--- config.mk ---
export PLATFORM = sky130hd
export DESIGN_NAME = spram_fifo_reader
export DESIGN_NICKNAME = d
export VERILOG_FILES = /design/src/rtl/spram_fifo_reader.sv
export SDC_FILE = /design/constraint.sdc
export NUM_CORES = 1
export LEC_CHECK = 0
export CAP_MARGIN = 30
export CORE_UTILIZATION = 31
export CTS_CLUSTER_SIZE = 40
export DETAILED_ROUTE_END_ITERATION = 12
export PLACE_DENSITY_LB_ADDON = 0.05
export SYNTH_ARGS = -nofsm -noshare
export SYNTH_HDL_FRONTEND = slang
export SYNTH_SLANG_ARGS = --single-unit
--- constraint.sdc ---
create_clock -name clk -period 1.9 [get_ports clk]
set_input_delay 0.285 -clock clk [delete_from_list [all_inputs] [get_ports clk]]
set_output_delay 0.285 -clock clk [all_outputs]
set_load 0.1 [all_outputs]
--- src/rtl/spram_fifo_reader.sv ---
// Read-side stream adapter for the banked SPRAM FIFO: issues reads, lands data in a 2-entry
// prefetch buffer and presents it as valid/ready. Optional `SPRAM_FIFO_READER_BEAT_CNT_EN.
module spram_fifo_reader #(
  parameter int unsigned DATA_WIDTH = 8
) (
  input  logic                  clk,
  input  logic                  rst,
  output logic                  fifo_ren,
  input  logic [DATA_WIDTH-1:0] fifo_rdata,
  input  logic                  fifo_empty,
  input  logic                  flush,
  output logic                  m_valid,
  input  logic                  m_ready,
  output logic [DATA_WIDTH-1:0] m_data,
  output logic                  busy
`ifdef SPRAM_FIFO_READER_BEAT_CNT_EN
  ,
  output logic [15:0]           beat_cnt
`endif
);

  logic [1:0]            cnt_q, cnt_d;
  logic                  head_q, tail_q, inflight_q;
  logic [DATA_WIDTH-1:0] buf_q [2];
  logic                  pop;
  logic [2:0]            credit;

  assign pop = m_valid & m_ready;

  // Occupancy once the in-flight word lands and this cycle's pop leaves; 3 bits, never wraps.
  assign credit = {1'b0, cnt_q} + {2'b00, inflight_q} - {2'b00, pop};
  assign cnt_d  = credit[1:0];

  assign fifo_ren = !rst && !flush && !fifo_empty && (credit < 3'd2);
  assign m_valid  = (cnt_q != 2'd0);
  assign m_data   = buf_q[head_q];
  assign busy     = (cnt_q != 2'd0) || inflight_q;

  always_ff @(posedge clk) begin
    if (rst || flush) begin
      cnt_q      <= 2'd0;
      head_q     <= 1'b0;
      tail_q     <= 1'b0;
      inflight_q <= 1'b0;
    end else begin
      cnt_q      <= cnt_d;
      inflight_q <= fifo_ren;
      if (inflight_q) begin
        tail_q <= ~tail_q;
      end
      if (pop) begin
        head_q <= ~head_q;
      end
    end
  end

  // Buffer contents survive flush; only reset clears them so m_data reads 0 out of reset.
  always_ff @(posedge clk) begin
    if (rst) begin
      buf_q[0] <= '0;
      buf_q[1] <= '0;
    end else if (inflight_q && !flush) begin
      buf_q[tail_q] <= fifo_rdata;
    end
  end

  always_ff @(posedge clk) begin
    if (!rst) begin
      assert (credit <= 3'd2) else $error("spram_fifo_reader: occupancy out of range");
    end
  end

`ifdef SPRAM_FIFO_READER_BEAT_CNT_EN
  logic [15:0] beat_cnt_q;

  always_ff @(posedge clk) begin
    if (rst) begin
      beat_cnt_q <= 16'd0;
    end else if (pop) begin
      beat_cnt_q <= beat_cnt_q + 16'd1;
    end
  end

  assign beat_cnt = beat_cnt_q;
`endif

endmodule

==> results of run 1 <==
Yosys cell counts:
master    instances  area, um2
inv_1             5       18.8
buf_4             1       7.51
ha_1              2       25.0
mux2_1            2       22.5
edfxtp_1         16        480
or3_2             1       7.51
xnor2_1           2       17.5
nor3b_1           1       7.51
and3_1           16        100
clkbuf_2          2       10.0
a21o_1            2       15.0
mux2_2            8       90.1
o21a_2            1       8.76
or2_2             1       6.26
nor3_1            2       10.0
fa_1              1       20.0
dfxtp_1           6        120
buf_2             1       5.00
and2b_1           1       7.51
nor4b_1           2       17.5
nor2_2            1       6.26
and2_1            3       18.8
power by group:
part           switching, mW  total [mW]  internal (mW)
Clock                  0.139       0.256          0.117
Combinational          0.154       0.259          0.105
Sequential           0.00569       0.536          0.530
state kept, by name, summed over array words and instances, names as in the netlist, named ones only:
register,count
tail_q,1
buf_q,16
head_q,1
cnt_q,2
inflight_q,1
path summary, 6_finish.rpt:
kind,from,endpoint,slack [ns],depth (start not counted)
worst max-delay path,cnt_q[0]$_SDFF_PP0_,fifo_ren,-0.73,8
worst min-delay path,tail_q$_SDFFE_PP0P_,tail_q$_SDFFE_PP0P_,0.56,2
worst min register to register,tail_q$_SDFFE_PP0P_,tail_q$_SDFFE_PP0P_,0.56,2
worst max register to register,cnt_q[0]$_SDFF_PP0_,inflight_q$_SDFF_PP0_,-0.03,7
metal layers:
metal	GRT usage, %	share of wire [%]	vias up
li1	-	-	339
met4	5.10	0.89	0
met1	14.7	43	339
met3	3.06	4.2	2
met5	0	0	-
met2	22.5	52	14
area by class of cell:
type / count / area [um2]
Clock buffer: 4 / 36.3
Sequential cell: 22 / 606
Timing Repair Buffer: 31 / 388
Inverter: 5 / 18.8
Tap cell: 44 / 55.1
Fill cell: 312 / 1560
Multi-Input combinational cell: 46 / 437
per-stage QoR:
stage,area (um2),setup WS [ns],std cells
after detailed placement,1500,-0.743,148
final,1540,-0.733,152
after global routing,1540,-0.815,152
after floorplan,1080,-1.00,77
after global placement,1500,-0.712,148
after CTS,1540,-0.744,152
what timing repair did:
item / CTS / global route
hold buffers: 0 / 0
setup buffers: 0 / 0
pin swaps: 3 / 0
endpoints found under the setup margin: 2 / 2
logic make-up after synthesis:
logic type,Yosys count,share of synthesized area (%)
multiplexers,10,11.0
adder cells (fa/ha/maj),3,4.41
AO/OA/AOI/OAI,3,2.33
flip-flops,22,58.8
AND/OR/NAND/NOR,28,17.8
XOR/XNOR,2,1.71
buffers and inverters,9,4.04
critical path: stages, from the launching register on:
cell,delay (ns)
dfxtp_2,0.35
o21a_4,0.22
ha_4,0.25
inv_2,0.03
ha_4,0.14
fa_2,0.34
xnor2_2,0.17
nor4b_4,0.32
buf_12,0.21
==> summary.txt, run 1 <==
TritonRoute pass-1 iters = 4
most frequent cells in the layout = and3_1, edfxtp_1, clkdlybuf4s50_1
outcome = complete, but fails checks
Detail Route Antenna Nets = 0
# clock sinks = 22
synthesized net count = 93
Initial Util = 32.9%
detailed router's first-iteration violation count = 15
total power = 1.05 mW
Power Dens Cells = 682 nW/um2
Post-CTS Resized = 0
crit path max fanout = 2
CTS tree = done
post-synthesis register bit count = 22
Syn Inst Count = 77
fin util = 49.6%
via-per-instance ratio = 4.57
Max Root-Sink Buffers = 2
CP endpoint kind = primary output
Final Worst Setup Slack = -0.733 ns
Setup TNS = -0.762 ns
Root Buffer = clkbuf_4
fin nets = 125
Worst Path Class, Setup = flop to primary output
Core ar. = 3100 um2
Final Hold Fails = 0
Slew @ Worst Pin = 0.382 ns
routed len/inst = 12.5 um
first-pass GRT wire length = 3230 um
Antenna diodes = 0
Yosys cell types = 22
hpwl dp = 1350 um
Routability Congestion = 0.655
violated checks = setup timing
RSZ-0062 raised after global routing = true
Ports = 24
min-delay worst type = flop to flop
final setup fails = 2
syn avg cell area = 13.3 um2
detailed-route via count = 694
initial antenna violation count = 0
DIE WIDTH = 59.4 um
DRC Markers = 0
die height = 59.4 um
area of the mapped netlist = 1020 um2
Buffers on Ports = 23
Max-slew headroom = 74.5%
CP Launch Type = flop
Tcrit/Tclk final = 139%
largest net degree at the start of global routing = 20
row cnt = 20
total grt overflow = 0
max cap viols = 0
vias in the first global route = 735
Max Slew Vio Count = 0
Die Area = 3530 um2
area growth from synthesis to layout = 50.7%
share of cells above drive strength 1 = 39.8%
DRT Wirelength = 1900 um
post-layout min period = 2.63 ns
gr usage total = 12.7%
Syn. warnings = 0
WHS = 0.559 ns
Fmax = 380 MHz
CP arrival = 2.35 ns
H-tree depth = 1
Max IR drop VDD = 0.222 mV
Req. time, crit path = 1.62 ns
Num CTS Buffers = 3
Worst Clk Skew = 0.000831 ns
sequential fraction of the synthesis area = 58.8%
static power due to leakage = 0.666 nW
clk_lat worst skew = 0.30 ns
CTS clk-pin slew, worst paths = 0.12 ns
Note: power is estimated with default switching activity, not from simulation.
==> run 2: changes to the inputs <==
--- a/config.mk
+++ b/config.mk
@@ -6,6 +6,7 @@
 export NUM_CORES = 1
 export LEC_CHECK = 0
 export CAP_MARGIN = 30
+export CORE_ASPECT_RATIO = 1.1
 export CORE_UTILIZATION = 31
 export CTS_CLUSTER_SIZE = 40
 export DETAILED_ROUTE_END_ITERATION = 12
@@ -13,3 +14,4 @@
 export SYNTH_ARGS = -nofsm -noshare
 export SYNTH_HDL_FRONTEND = slang
 export SYNTH_SLANG_ARGS = --single-unit
+export TNS_END_PERCENT = 100
==> summary.txt, run 2 (synthesis gave the netlist of run 1 again) <==
CP arrival = 2.40 ns
via-per-instance ratio = 4.92
Metal-1 WL = 876 um
Worst Path Class, Setup = flop to primary output
max cap viols = 0
Fmax = 373 MHz
DR WL met2 = 1100 um
outcome = complete, but fails checks
post-layout min period = 2.68 ns
vias in the first global route = 732
Max-slew headroom = 74.3%
CTS tree = done
clk_lat worst skew = 0.31 ns
DRT Wirelength = 2090 um
crit path cell chain = o21a_4 -> ha_4 -> inv_2 -> ha_4 -> fa_2 -> xnor2_4 -> nor4b_4 -> buf_12
DRC Markers = 4
routed len/inst = 14.6 um
DIE WIDTH = 56.8 um
first-pass GRT wire length = 3420 um
Buffers on Ports = 23
hold depth = 2
most frequent cells in the layout = and3_1, edfxtp_1, clkdlybuf4s50_1
detailed router's first-iteration violation count = 15
Final Worst Setup Slack = -0.783 ns
Max Slew Vio Count = 0
min-delay worst type = flop to flop
worst reg2reg path depth = 8
peak per-stage delay on the critical path = 0.37 ns
max reg flops = 16
Max Root-Sink Buffers = 2
Ports = 24
Final Hold Fails = 0
total power = 1.16 mW
CP endpoint kind = primary output
Worst Clk Skew = 0.00860 ns
largest net degree at the start of global routing = 20
area growth from synthesis to layout = 55.0%
violated checks = DRC, setup timing
die height = 62.2 um
crit path max fanout = 2
Hold EP = tail_q$_SDFFE_PP0P_
CP Launch Point = cnt_q[1]$_SDFF_PP0_
Highest Signal Layer = met4
RSZ-0062 raised after global routing = true
final setup fails = 2
row cnt = 21
slowest library cell on the worst path = dfxtp_4
share of cells above drive strength 1 = 42.2%
# clock sinks = 22
Antenna diodes = 0
static power due to leakage = 0.686 nW
most frequent CP cell = ha_4
Slew @ Worst Pin = 0.385 ns
CP Launch Type = flop
Tcrit/Tclk final = 141%
total grt overflow = 0
Routability Congestion = 0.651
initial antenna violation count = 0
area of the multi-input gates = 465 um2
Root Buffer = clkbuf_4
gr usage total = 13.2%
R2R Setup Slk = -0.11 ns
H-tree depth = 1
reg-to-reg endpoint = inflight_q$_SDFF_PP0_
reg2reg start = cnt_q[1]$_SDFF_PP0_
CTS clk-pin slew, worst paths = 0.12 ns
Num CTS Buffers = 3
hpwl dp = 1500 um
Die Area = 3530 um2
fin util = 51.1%
Fill cells = 275
Reg area = 606 um2
Routed met3 length = 62 um
Max IR drop VDD = 0.369 mV
Largest regs = buf_q: 16 flops, cnt_q: 2 flops
hold_sp = tail_q$_SDFFE_PP0P_
Initial Util = 33.0%
Power Dens Cells = 735 nW/um2
TritonRoute pass-1 iters = 8
Detail Route Antenna Nets = 0
detailed-route via count = 704
fin nets = 126
Core ar. = 3100 um2
Biggest register = buf_q
Req. time, crit path = 1.62 ns
[run 2: cell count changes in the layout (fill, tap and decap cells not counted), sizes merged]
| cell | previous run | this run |
|---|---|---|
| clkbuf | 4 | 3 |
| bufinv | 0 | 1 |
| buf | 19 | 20 |
[run 2: power by group]
part	internal, mW	switching (mW)
Combinational	0.110	0.159
Clock	0.213	0.145
Sequential	0.530	0.00600
Total	0.854	0.310
[run 2: repair_timing]
action,CTS,global route
endpoints found under the hold margin,0,0
buffers inserted,0,1
gates resized for setup,1,4
pin swaps,2,1
setup endpoints to repair,2,3
hold buffers,0,0
[run 2: area by class of cell]
cell class / instances / share of cell area (%)
sequential: 22 / 38.2
multi-input combinational: 46 / 29.4
timing repair buffer: 32 / 25.2
tap: 34 / 2.69
clock inverter: 1 / 1.90
clock buffer: 3 / 1.42
inverter: 5 / 1.18
[run 2: how the worst max path moves through the flow]
stage	endpoint	slack, ns
floorplan	fifo_ren	-1.00
global placement	fifo_ren	-0.71
detailed placement	fifo_ren	-0.77
CTS	fifo_ren	-0.79
global route	fifo_ren	-0.87
finish	fifo_ren	-0.78
[run 2: through the flow]
step	instances	setup TNS (ns)	setup WS (ns)	hold slack, ns	area (um2)
CTS	142	-0.901	-0.795	0.589	1560
global placement	138	-1.31	-0.714	0.550	1490
finish	143	-0.897	-0.783	0.583	1580
global route	143	-1.08	-0.874	0.628	1580
floorplan	77	-1.00	-1.00	0.362	1080
detailed placement	138	-1.42	-0.768	0.565	1490
[run 2: worst max-delay path, delay by kind of cell (launching register included)]
family,cells,cell delay [ns]
fa+ha+maj,3,0.77
flops,1,0.37
compound gates,1,0.20
xor+xnor,1,0.16
simple gates,1,0.34
buf+inv,2,0.25
[run 2: per-layer routing]
metal	track usage [%]	vias up
li1	-	341
met1	15.5	340
met2	22.6	18
met3	2.71	5
met4	6.40	0
met5	0	-
==> run 3: changes to the inputs <==
--- a/config.mk
+++ b/config.mk
@@ -8,7 +8,6 @@
 export CAP_MARGIN = 30
 export CORE_ASPECT_RATIO = 1.1
 export CORE_UTILIZATION = 31
-export CTS_CLUSTER_SIZE = 40
 export DETAILED_ROUTE_END_ITERATION = 12
 export PLACE_DENSITY_LB_ADDON = 0.05
 export SYNTH_ARGS = -nofsm -noshare
==> constraint.sdc (replaced) <==
create_clock -name clk -period 1.9 [get_ports clk]
set_input_delay 0.285 -clock clk [delete_from_list [all_inputs] [get_ports clk]]
set_output_delay 0.285 -clock clk [all_outputs]
set_load 0.005 [all_outputs]
==> summary.txt, run 3 (synthesis gave the netlist of run 1 again) <==
Setup TNS = -0.603 ns
Fmax = 411 MHz
Max IR drop VDD = 0.231 mV
Final Hold Fails = 0
CP Launch Type = flop
outcome = complete, but fails checks
largest net degree at the start of global routing = 20
Root Buffer = clkbuf_4
Die Area = 3530 um2
share of cells above drive strength 1 = 30.6%
post-layout min period = 2.44 ns
Max Root-Sink Buffers = 2
RSZ-0062 raised after global routing = true
violated checks = DRC, setup timing
TritonRoute pass-1 iters = 7
CTS clk-pin slew, worst paths = 0.11 ns
dpl cells = 138
gr usage total = 12.3%
final instance area = 1410 um2
Power Dens Cells = 612 nW/um2
total grt overflow = 0
DRT Wirelength = 1920 um
min-delay worst type = flop to flop
Max Slew Vio Count = 0
Worst Path Class, Setup = flop to primary output
Largest regs = buf_q: 16 flops, cnt_q: 2 flops
Core ar. = 3100 um2
detailed router's first-iteration violation count = 22
Final Worst Setup Slack = -0.535 ns
crit path max fanout = 2
final cell count without fillers = 142
# hold bufs at CTS = 0
H-tree depth = 1
commonest non-fill, non-tap cell in the layout = clkdlybuf4s50_1
routed len/inst = 13.5 um
final setup fails = 2
Tcrit/Tclk final = 128%
max cap viols = 0
max reg flops = 16
Num CTS Buffers = 3
Routability Congestion = 0.653
hpwl dp = 1330 um
vias in the first global route = 682
WHS = 0.577 ns
Initial Util = 33.0%
CP endpoint kind = primary output
# clock sinks = 22
Worst Clk Skew = 0.00148 ns
Ports = 24
Slew @ Worst Pin = 0.376 ns
via-per-instance ratio = 4.85
area growth from synthesis to layout = 37.5%
static power due to leakage = 0.613 nW
DP Area = 1340 um2
first-pass GRT wire length = 3250 um
DRC Markers = 2
Req. time, crit path = 1.62 ns
Buffers on Ports = 23
DIE WIDTH = 56.8 um
CP arrival = 2.15 ns
clk_lat worst skew = 0.29 ns
Biggest register = buf_q
fin nets = 126
Max-slew headroom = 74.9%
most frequent cells in the layout = clkdlybuf4s50_1, and3_1, edfxtp_1
die height = 62.2 um
initial antenna violation count = 0
row cnt = 21
Detail Route Antenna Nets = 0
Antenna diodes = 0
CTS tree = done
detailed-route via count = 689
Fill cells = 300
-- run 3: final cells by class --
class                      instances  area [um2]  area share, %
sequential                        22         606           43.1
multi-input combinational         46         422           30.0
timing repair buffer              32         292           20.7
tap                               34        42.5           3.03
clock buffer                       3        22.5           1.60
inverter                           5        21.3           1.51
-- run 3: critical path, stage by stage (launching register included) --
cell and delay, ns:
dfxtp_2 0.34, o21a_2 0.23, ha_4 0.27, inv_4 0.03
ha_4 0.14, fa_2 0.34, xnor2_2 0.15, nor4b_2 0.20
buf_2 0.15
-- run 3: final timing paths --
kind | from | endpoint | slack (ns) | cells after the start
max | cnt_q[1]$_SDFF_PP0_ | fifo_ren | -0.54 | 8
min | tail_q$_SDFFE_PP0P_ | tail_q$_SDFFE_PP0P_ | 0.58 | 2
max reg2reg | cnt_q[1]$_SDFF_PP0_ | inflight_q$_SDFF_PP0_ | -0.07 | 8
min reg2reg | tail_q$_SDFFE_PP0P_ | tail_q$_SDFFE_PP0P_ | 0.58 | 2
-- run 3: layer usage --
metal  track usage, %  part of all wire [%]  routed length [um]  vias up
li1                 -                     -                   -      339
met1             15.0                    43                 831      335
met2             21.0                    52                 997       13
met3             2.29                   3.8                  74        2
met4             5.49                   1.0                  20        0
met5                0                     0                   0        -
-- run 3: metrics by stage --
stage | total power, mW | utilization, % | worst slack (ns)
floorplan | 0.591 | - | -0.164
global placement | 0.664 | 43.2 | -0.963
detailed placement | 0.665 | 43.2 | -0.985
CTS | 0.868 | 44.9 | -0.567
global route | 0.913 | 45.3 | -0.625
finish | 0.860 | 45.3 | -0.535
-- run 3: report_power, final --
part / switching [mW] / total, mW / internal [mW]
Clock: 0.129 / 0.202 / 0.0737
Sequential: 0.00535 / 0.535 / 0.530
Combinational: 0.0473 / 0.122 / 0.0747
Total: 0.181 / 0.860 / 0.678
-- run 3: repair_timing --
action	in CTS	in global routing
pin swaps	0	1
setup endpoints to repair	11	10
gates resized for setup	13	2
buffers inserted	0	1
